[config.mk]
export PLATFORM = sky130hd
export DESIGN_NAME = arp_rx_parser
export DESIGN_NICKNAME = d
export VERILOG_FILES = /design/src/rtl/arp_rx_parser.sv
export SDC_FILE = /design/constraint.sdc
export NUM_CORES = 1
export LEC_CHECK = 0
export BUFFER_PORTS_ARGS = -buffer_cell sky130_fd_sc_hd__clkbuf_2
export CORE_MARGIN = 2
export CORE_UTILIZATION = 59
export CTS_BUF_LIST = sky130_fd_sc_hd__clkbuf_4 sky130_fd_sc_hd__clkbuf_8 sky130_fd_sc_hd__clkbuf_16
export CTS_CLUSTER_SIZE = 12
export DETAILED_ROUTE_END_ITERATION = 8
export GPL_TIMING_DRIVEN = 0
export PLACE_DENSITY = 0.82
export RECOVER_POWER = 100
export SETUP_SLACK_MARGIN = 0.5
export SLEW_MARGIN = 20
export SYNTH_ARGS = -nofsm -noshare
export SYNTH_HDL_FRONTEND = slang
export SYNTH_SLANG_ARGS = --single-unit
[constraint.sdc]
create_clock -name aclk -period 8.6 [get_ports aclk]
set_input_delay 1.72 -clock aclk [delete_from_list [all_inputs] [get_ports aclk]]
set_output_delay 1.72 -clock aclk [all_outputs]
set_load 0.005 [all_outputs]
[src/rtl/arp_rx_parser.sv]
`default_nettype none
// ---------------------------------------------------------------------------
// arp_rx_parser : ARP RX field validator, SHA/SPA capture, request/reply hand-off.
// Optional drop counter: define ARP_RX_STATS_EN.  Rev 1.0
// ---------------------------------------------------------------------------
module arp_rx_parser #(
  parameter int DROP_CNT_W = 16
) (
  input  logic                  aclk,
  input  logic                  aresetn,
  input  logic [47:0]           local_mac,
  input  logic [31:0]           local_ip,
  input  logic [7:0]            s_axis_tdata,
  input  logic                  s_axis_tvalid,
  input  logic                  s_axis_tlast,
  input  logic                  s_axis_tuser,
  output logic                  s_axis_tready,
  input  logic                  arp_data_tx_done,
  output logic                  arp_resp_start,
  output logic                  arp_reply_valid,
  output logic [47:0]           peer_mac,
  output logic [31:0]           peer_ip,
  output logic [DROP_CNT_W-1:0] drop_cnt
);

  typedef enum logic [2:0] {
    S_IDLE   = 3'd0,
    S_RECV   = 3'd1,
    S_PAD    = 3'd2,
    S_DRAIN  = 3'd3,
    S_DECIDE = 3'd4
  } state_t;

  state_t      state_q, state_d;
  logic [5:0]  off_q, off_d;
  logic        bc_ok_q, bc_ok_d, uc_ok_q, uc_ok_d;
  logic        is_req_q, is_req_d;
  logic        tuser_q, tuser_d;
  logic [47:0] sha_q, sha_d;
  logic [31:0] spa_q, spa_d;
  logic        tready_q;
  logic        resp_start_q, resp_start_d;
  logic        reply_valid_q, reply_valid_d;
  logic [47:0] peer_mac_q, peer_mac_d;
  logic [31:0] peer_ip_q, peer_ip_d;

  logic        w_accept, w_sof, w_byte_bad, w_drop_rx, w_drop_dec;
  logic [5:0]  w_off;
  logic [7:0]  w_mac_byte, w_ip_byte;

  assign w_accept = s_axis_tvalid & tready_q;
  // A beat arriving while DECIDE resolves the previous frame starts the next one.
  assign w_sof    = (state_q == S_IDLE) || (state_q == S_DECIDE);
  assign w_off    = w_sof ? 6'd0 : off_q;

  always_comb begin
    case (w_off[2:0])
      3'd0:    w_mac_byte = local_mac[47:40];
      3'd1:    w_mac_byte = local_mac[39:32];
      3'd2:    w_mac_byte = local_mac[31:24];
      3'd3:    w_mac_byte = local_mac[23:16];
      3'd4:    w_mac_byte = local_mac[15:8];
      default: w_mac_byte = local_mac[7:0];
    endcase
    // TPA offsets 38..41 have low bits 2,3,0,1
    case (w_off[1:0])
      2'd2:    w_ip_byte = local_ip[31:24];
      2'd3:    w_ip_byte = local_ip[23:16];
      2'd0:    w_ip_byte = local_ip[15:8];
      default: w_ip_byte = local_ip[7:0];
    endcase
  end

  always_comb begin
    w_byte_bad = 1'b0;
    bc_ok_d    = bc_ok_q;
    uc_ok_d    = uc_ok_q;
    is_req_d   = is_req_q;
    sha_d      = sha_q;
    spa_d      = spa_q;
    if (w_accept && (w_sof || (state_q == S_RECV))) begin
      case (w_off)
        6'd0, 6'd1, 6'd2, 6'd3, 6'd4, 6'd5: begin
          bc_ok_d    = (w_sof | bc_ok_q) & (s_axis_tdata == 8'hFF);
          uc_ok_d    = (w_sof | uc_ok_q) & (s_axis_tdata == w_mac_byte);
          w_byte_bad = !(bc_ok_d || uc_ok_d);
        end
        6'd12: w_byte_bad = (s_axis_tdata != 8'h08);
        6'd13: w_byte_bad = (s_axis_tdata != 8'h06);
        6'd14: w_byte_bad = (s_axis_tdata != 8'h00);
        6'd15: w_byte_bad = (s_axis_tdata != 8'h01);
        6'd16: w_byte_bad = (s_axis_tdata != 8'h08);
        6'd17: w_byte_bad = (s_axis_tdata != 8'h00);
        6'd18: w_byte_bad = (s_axis_tdata != 8'h06);
        6'd19: w_byte_bad = (s_axis_tdata != 8'h04);
        6'd20: w_byte_bad = (s_axis_tdata != 8'h00);
        6'd21: begin
          if (s_axis_tdata == 8'h01)      is_req_d = 1'b1;
          else if (s_axis_tdata == 8'h02) is_req_d = 1'b0;
          else                            w_byte_bad = 1'b1;
        end
        6'd22, 6'd23, 6'd24, 6'd25, 6'd26, 6'd27: sha_d = {sha_q[39:0], s_axis_tdata};
        6'd28, 6'd29, 6'd30, 6'd31:               spa_d = {spa_q[23:0], s_axis_tdata};
        6'd38, 6'd39, 6'd40, 6'd41:               w_byte_bad = (s_axis_tdata != w_ip_byte);
        default: ;
      endcase
    end
  end

  always_comb begin
    state_d       = state_q;
    off_d         = off_q;
    tuser_d       = tuser_q;
    w_drop_rx     = 1'b0;
    w_drop_dec    = 1'b0;
    resp_start_d  = resp_start_q;
    reply_valid_d = 1'b0;
    peer_mac_d    = peer_mac_q;
    peer_ip_d     = peer_ip_q;

    if (arp_data_tx_done && resp_start_q) resp_start_d = 1'b0;

    case (state_q)
      S_IDLE, S_DECIDE: begin
        if (state_q == S_DECIDE) begin
          state_d = S_IDLE;
          if (tuser_q) begin
            w_drop_dec = 1'b1;
          end else if (is_req_q) begin
            // A done pulse in the same cycle wins over a new request.
            if (resp_start_q || arp_data_tx_done) begin
              w_drop_dec = 1'b1;
            end else begin
              peer_mac_d   = sha_q;
              peer_ip_d    = spa_q;
              resp_start_d = 1'b1;
            end
          end else if (resp_start_q) begin
            w_drop_dec = 1'b1;
          end else begin
            peer_mac_d    = sha_q;
            peer_ip_d     = spa_q;
            reply_valid_d = 1'b1;
          end
        end
        if (w_accept) begin
          off_d = 6'd1;
          if (s_axis_tlast) begin
            w_drop_rx = 1'b1;
            state_d   = S_IDLE;
          end else if (w_byte_bad) begin
            w_drop_rx = 1'b1;
            state_d   = S_DRAIN;
          end else begin
            state_d = S_RECV;
          end
        end
      end
      S_RECV: begin
        if (w_accept) begin
          if (off_q != 6'd63) off_d = off_q + 6'd1;
          if (w_byte_bad) begin
            w_drop_rx = 1'b1;
            state_d   = s_axis_tlast ? S_IDLE : S_DRAIN;
          end else if (off_q == 6'd41) begin
            tuser_d = s_axis_tuser;
            state_d = s_axis_tlast ? S_DECIDE : S_PAD;
          end else if (s_axis_tlast) begin
            w_drop_rx = 1'b1;
            state_d   = S_IDLE;
          end
        end
      end
      S_PAD: begin
        if (w_accept && s_axis_tlast) begin
          tuser_d = s_axis_tuser;
          state_d = S_DECIDE;
        end
      end
      S_DRAIN: begin
        if (w_accept && s_axis_tlast) state_d = S_IDLE;
      end
      default: state_d = S_IDLE;
    endcase
  end

  always_ff @(posedge aclk or negedge aresetn) begin
    if (!aresetn) begin
      state_q       <= S_IDLE;
      off_q         <= 6'd0;
      bc_ok_q       <= 1'b0;
      uc_ok_q       <= 1'b0;
      is_req_q      <= 1'b0;
      tuser_q       <= 1'b0;
      sha_q         <= 48'd0;
      spa_q         <= 32'd0;
      tready_q      <= 1'b0;
      resp_start_q  <= 1'b0;
      reply_valid_q <= 1'b0;
      peer_mac_q    <= 48'd0;
      peer_ip_q     <= 32'd0;
    end else begin
      state_q       <= state_d;
      off_q         <= off_d;
      bc_ok_q       <= bc_ok_d;
      uc_ok_q       <= uc_ok_d;
      is_req_q      <= is_req_d;
      tuser_q       <= tuser_d;
      sha_q         <= sha_d;
      spa_q         <= spa_d;
      tready_q      <= 1'b1;
      resp_start_q  <= resp_start_d;
      reply_valid_q <= reply_valid_d;
      peer_mac_q    <= peer_mac_d;
      peer_ip_q     <= peer_ip_d;
    end
  end

  assign s_axis_tready   = tready_q;
  assign arp_resp_start  = resp_start_q;
  assign arp_reply_valid = reply_valid_q;
  assign peer_mac        = peer_mac_q;
  assign peer_ip         = peer_ip_q;

`ifdef ARP_RX_STATS_EN
  logic [DROP_CNT_W-1:0] drop_cnt_q, drop_cnt_d;
  logic [DROP_CNT_W:0]   w_cnt_sum;

  // Two drops can coincide: the frame resolving in DECIDE and a one-beat frame.
  always_comb begin
    w_cnt_sum  = {1'b0, drop_cnt_q} +
                 {{(DROP_CNT_W-1){1'b0}}, w_drop_rx & w_drop_dec, w_drop_rx ^ w_drop_dec};
    drop_cnt_d = w_cnt_sum[DROP_CNT_W] ? {DROP_CNT_W{1'b1}} : w_cnt_sum[DROP_CNT_W-1:0];
  end

  always_ff @(posedge aclk or negedge aresetn) begin
    if (!aresetn) drop_cnt_q <= '0;
    else          drop_cnt_q <= drop_cnt_d;
  end

  assign drop_cnt = drop_cnt_q;
`else
  logic unused_drop;
  assign unused_drop = w_drop_rx | w_drop_dec;
  assign drop_cnt    = '0;
`endif

endmodule
`default_nettype wire
# Yosys cells after proc, flatten, opt, wreduce, memory -nomap -nowiden
# Cells that the tools add are included.
# totals
reg_bits	176
latchBits	0
ramBits	0
romBits	0
word_cells	161
n_memories	0
# op_classes
n_addsub	1
multipliers	0
n_div	0
order_cmp	0
eq_ne	61
shift	0
n_mux	48
bitwise_logic	6
reduce_logical	32
# ops
cell	count
$mux 48	3
$eq 6x5->1 const B	16
$mux 32	3
$pmux 8 s5	1
$eq 6x6->1 const B	5
$mux 3	9
$eq 6x4->1 const B	4
$mux 6	4
$pmux 8 s3	1
$mux 1	20
$ne 8x3->1 const B	2
$reduce_and 5->1	3
$ne 2x2->1 const B	7
$eq 3x2->1 const B	4
$eq 6x2->1 const B	2
$eq 6x3->1 const B	2
$pmux 3 s4	1
$pmux 6 s2	1
$reduce_or 6->1	2
$eq 8x1->1 const B	1
$eq 8x2->1 const B	1
$eq 8x8->1	1
$eq 8x8->1 const B	1
$ne 8x1->1 const B	1
31 further kinds	53

# Depth between registers and ports, before layout
# logic_depth
depth_word	15
mapped_depth	12
depth_no_buf	8

# Worst setup path after synthesis
# OpenSTA, ideal clock, no wires.
# synth_path
kind	input to register
startpoint	input local_ip[3]
endpoint	register state_q[2]
setup_time_ns	0.065
arrival_ns	3.741
required_ns	8.535
path_slack_ns	4.794
cell_stages	8
path_buffers	0
path_cell_list	o21bai_1 -> mux4_2 -> a21boi_1 -> xnor2_1 -> or4_4 -> or3_4 -> a211oi_2 -> o22a_1
# synth_via
elab_chain_cells	7
# synth_lines
item	line	text
from (decl)	12	input logic [31:0] local_ip,
$pmux 8 s3 (*)	66	case (w_off[1:0])
$ne 8x8->1 (*)	104	6'd38, 6'd39, 6'd40, 6'd41: w_byte_bad = (s_axis_tdata != w_ip_byte);
$pmux 1 s8 (*)	82	case (w_off)
$mux 1 (*)	81	if (w_accept && (w_sof || (state_q == S_RECV))) begin
$mux 3	162	if (w_byte_bad) begin
$mux 3	160	if (w_accept) begin
$pmux 3 s4	123	case (state_q)
to (signal assigned)	203	state_q <= state_d;
to (decl)	34	state_t state_q, state_d;
# Mark *: on every way between the ends. The rest lies on a longest branch, timed or not. The select of a mux whose other input is x is not followed.
# A chain may end at the register's enable or synchronous reset.

# Final worst setup path
# layout_path
startpoint	register state_q[1]
endpoint	register peer_mac_q[3], in the netlist peer_mac[3]
# layout_via
elab_chain_cells	3
# layout_lines
item	line	text
$eq 3x3->1 or $logic_not 3->1 (tied branches)	123, 125	
$reduce_or 2->1	--	
$reduce_and 5->1 (no source line) (*)	--	
to (signal assigned)	214	peer_mac_q <= peer_mac_d;
to (decl)	44	logic [47:0] peer_mac_q, peer_mac_d;
# Mark *: on every way between the ends. The rest lies on a longest branch, timed or not.

==> summary.txt <==
Setup path
  – R2r worst-path depth: 7
  – Req. time, crit path: 8910 ps
  – CP Capture Type: flop
  – Cell family with most CP delay: buffers and inverters
  – Crit-path most repeated cell: clkbuf_1
  – Crit-path max cell delay: 680 ps
  – CP Cell Sequence: nor2_1, clkbuf_1, clkbuf_1, nand4b_1, a21oi_1, clkbuf_1, mux2_2
  – CP startpoint kind: flop
  – Reg2reg start: state_q[1]
  – CP Data Arrival Time: between 4000 and 5000 ps
  – Crit path max fanout: 10
  – Critical Path Slowest Stage Cell: a21oi_1
  – Critical R2R Capture: peer_mac[3]
  – Crit path kind: reg -> reg
  – Flop-to-flop setup slack: ~4700 ps
  – CP bufs+invs: 3

Synth
  – Ys flop type: dfrtp_1
  – Synth top area cells: dfrtp_1, mux2_2, o21ai_0, mux2i_1, buf_4
  – Number of synthesized flops with an enable pin: 0
  – Yosys warnings: 0
  – Mapped cell area: 8450 um2
  – Register area share after synthesis: 52.1%
  – Largest area contributor in the netlist: dfrtp_1
  – Synth top area share: 52.1%
  – Mapped Cells: 697
  – Asr flop ratio synth: between 90% and 100%
  – Unique masters post-synth: 74
  – #FFs+latches synth: 176
  – Syn_area_per_cell: 12.1 um2

Power
  – Sw Ratio: a little under a third
  – Internal: 1.49 mW
  – Power Dens Cells: 216 nW/um2
  – Switching pwr: 0.701 mW
  – Clock share of power: 35.4%
  – Leak Pwr: 5.00 nW
  – VDD IR-drop max: 0.160 mV
  – Combinational cell fraction of total power: around a quarter
  – Reg power frac: 39.1%

Drt
  – Wire per inst: 19.7 um
  – Drt via density: 5.93
  – DR DRC count: 0
  – Post-DRT Antenna Nets: 0
  – DR iter-0 viols: 454
  – 1st-pass router iterations: 5
  – Final WL: 21.7 mm
  – Routed vias: around 6500

Placed design
  – Placed Cells: about 1100
  – PortBufs: 173
  – Post-DP HPWL: 15.5 mm
  – Placer Congestion: ~0.9

Global routing
  – GRT busiest layer: met2
  – First-pass GRT wire length: 34.1 mm
  – Grt met2 use: 47.9%
  – Initial antenna violation count: 0
  – Vias in the first global route: 6564
  – GR Util met3: 5.63%
  – Gr ovfl total: 0
  – Tot GR Track Use: around 29%
  – Met1 Usage GRT: 37.8%
  – Largest net degree at the start of global routing: 86

Floorplanning
  – Die area: 15300 um2
  – Core area: 13900 um2
  – Ports: 193
  – Die height: 124 um
  – Die W: 124 um
  – Num rows: 43
  – Initial Util: a little over 60%

Timing
  – Slew of the pin with the lowest slew margin: 1900 ps
  – Slew margin rel.: -26.6%
  – Hold Violations, Final: 0
  – Setup_tns: 0 ps
  – F_max: 255 MHz
  – Fin crit period: 3920 ps
  – Setup violators final: 0
  – Unrepaired setup endpoints after global routing: no
  – Fin Clk Skew: 7.17 ps
  – Part of the cycle the worst path needs: 45.6%
  – Max-slew violation count: 33

Worst hold path
  – Hold Path Stages: 1
  – Hold Crit Class: reg -> reg
  – Endpoint, Worst Hold: peer_ip[5]
  – Hold path start: peer_ip[5]

Cells and area
  – # fillers: 1029
  – Layout Nets: 1002
  – Antenna diodes: 0
  – Area grow syn2layout: 20.0%
  – Finished Layout Cells: 1099
  – Fraction of layout cells with a size suffix above 1: 35.0%

Outcome
  – Outcome: finished with violations
  – Violated checks: capacitance limit, slew limit

CTS
  – # resized after CTS: 0
  – Clk_lat worst skew: 430 ps
  – Num Clock Sinks: 176
  – CTS clk-pin slew, worst paths: 70 ps
  – Post-CTS Setup Bufs: 0
  – Hold buffer count at CTS: 0
  – Clock H-tree levels: 4
  – Root buffer cell: clkbuf_16
  – Clock Path Buffers: 2
  – CTS Buf Count: 17
  – CTS tree: built

Flow run
  – Max-cap violations: 1
-- power groups by stage --
stage               logic [mW]  registers [mW]  clock network [mW]
finish                   0.560           0.858               0.775
global route             0.605           0.859               0.822
CTS                      0.547           0.857               0.782
detailed placement       0.542           0.872                   0
global placement         0.535           0.873                   0
floorplan                0.381           0.867                   0
-- worst register-to-register path, cell delays in order, from the launching register on --
cell and delay, ps:
dfrtp_1 440, nor2_1 600, clkbuf_1 410, clkbuf_1 480, nand4b_1 180, a21oi_1 680, clkbuf_1 580, mux2_2 420
-- cells by family (layout without fill, tap and decap cells) --
logic type / count (synthesis) / count (layout) / share of synthesized area [%]
flops: 176 / 176 / 52.1
mux: 174 / 174 / 23.2
simple gates: 137 / 137 / 8.73
compound gates: 131 / 131 / 10.8
buf+inv: 71 / 278 / 4.35
xor+xnor: 4 / 4 / 0.414
fa+ha+maj: 2 / 2 / 0.296
other cells: 2 / 17 / 0.0889
-- worst max-delay path by stage --
stage | endpoint | slack (ps) | depth (start not counted) | from
6_report | peer_mac[3] | 4680 | 7 | state_q[1]
5_1_grt | peer_mac[3] | 4530 | 7 | state_q[1]
4_1_cts | state_q[2] | 4910 | 9 | s_axis_tdata[5]
2_1_floorplan | state_q[2] | 4790 | 8 | local_ip[3]
3_3_place_gp | peer_mac[10] | 2680 | 1 | aresetn
3_5_place_dp | state_q[2] | 4480 | 9 | s_axis_tdata[5]
-- layer usage --
metal | up-vias | wire [um]
met3 | 59 | 1580
met2 | 327 | 10300
met5 | - | 0
li1 | 2951 | -
met1 | 3182 | 8970
met4 | 0 | 747
-- sequential cells by signal, summed over array words and instances, names as in the netlist --
signal           cells
peer_ip             32
s_axis_tready        1
sha_q               48
is_req_q             1
tuser_q              1
peer_mac            48
state_q              3
arp_resp_start       1
bc_ok_q              1
spa_q               32
uc_ok_q              1
off_q                6
arp_reply_valid      1
-- cell usage after synthesis, types with 3 or more instances --
| cell type | number |
|---|---|
| nand2_1 | 28 |
| nor4_1 | 4 |
| a21oi_1 | 15 |
| o221ai_1 | 4 |
| a41oi_1 | 3 |
| nor3b_1 | 4 |
| a211oi_1 | 7 |
| mux2i_1 | 14 |
| mux2_2 | 157 |
| buf_2 | 15 |
| xnor2_1 | 4 |
| inv_1 | 8 |
| o22ai_1 | 4 |
| nand3b_1 | 3 |
| or3_1 | 4 |
| a31oi_1 | 5 |
| dfrtp_1 | 176 |
| or2_2 | 4 |
| a221oi_1 | 3 |
| nand4b_1 | 3 |
| o211ai_1 | 7 |
| nand3_1 | 13 |
| o21ai_1 | 5 |
| a2111oi_0 | 4 |
| nor2_1 | 27 |
| o32ai_1 | 3 |
| a2bb2oi_1 | 3 |
| o31ai_1 | 4 |
| and2_1 | 3 |
| and3_1 | 4 |
| nand2b_1 | 10 |
| nor3_1 | 9 |
| clkbuf_1 | 25 |
| buf_6 | 3 |
| nand4_1 | 3 |
| nor2b_1 | 7 |
| o21ai_0 | 36 |
| buf_4 | 16 |
-- cell usage in the layout (no fill, tap or decap), types with 5 or more instances in the layout --
cell	netlist	layout
nor3_1	9	9
mux2i_1	14	14
nand2b_1	10	10
a31oi_1	5	5
buf_2	15	8
clkbuf_16	0	17
o211ai_1	7	7
nand3_1	13	13
mux2_2	157	153
clkbuf_2	0	97
nor2b_1	7	7
inv_6	0	5
conb_1	2	17
inv_1	8	8
nor2_1	27	27
dfrtp_1	176	176
o21ai_0	36	38
clkbuf_1	25	108
mux2_1	1	5
a21oi_1	15	15
nand2_1	28	28
a211oi_1	7	8
buf_4	16	16
-- metrics by stage --
stage                     cell area (um2)  utilization, %  hold WS [ps]  power (mW)  setup slack [ps]
after CTS                           10300            73.6           508        2.19              4910
after detailed placement             9660            69.3           486        1.41              4480
after floorplan                      8510               -           454        1.25              4790
after global routing                10100            72.8           523        2.29              4530
final                               10100            72.8           505        2.19              4680
after global placement               9600            68.9           476        1.41              2680
-- cell type report --
class | count | area (um2) | share of cell area [%]
Multi-Input combinational cell | 465 | 3730 | 36.8
Clock buffer | 19 | 447 | 4.40
Tap cell | 180 | 225 | 2.22
Buffer | 61 | 322 | 3.17
Clock inverter | 13 | 149 | 1.47
Inverter | 10 | 37.5 | 0.370
Sequential cell | 176 | 4400 | 43.4
Timing Repair Buffer | 175 | 826 | 8.14
Power figures use the tool's default switching activity.
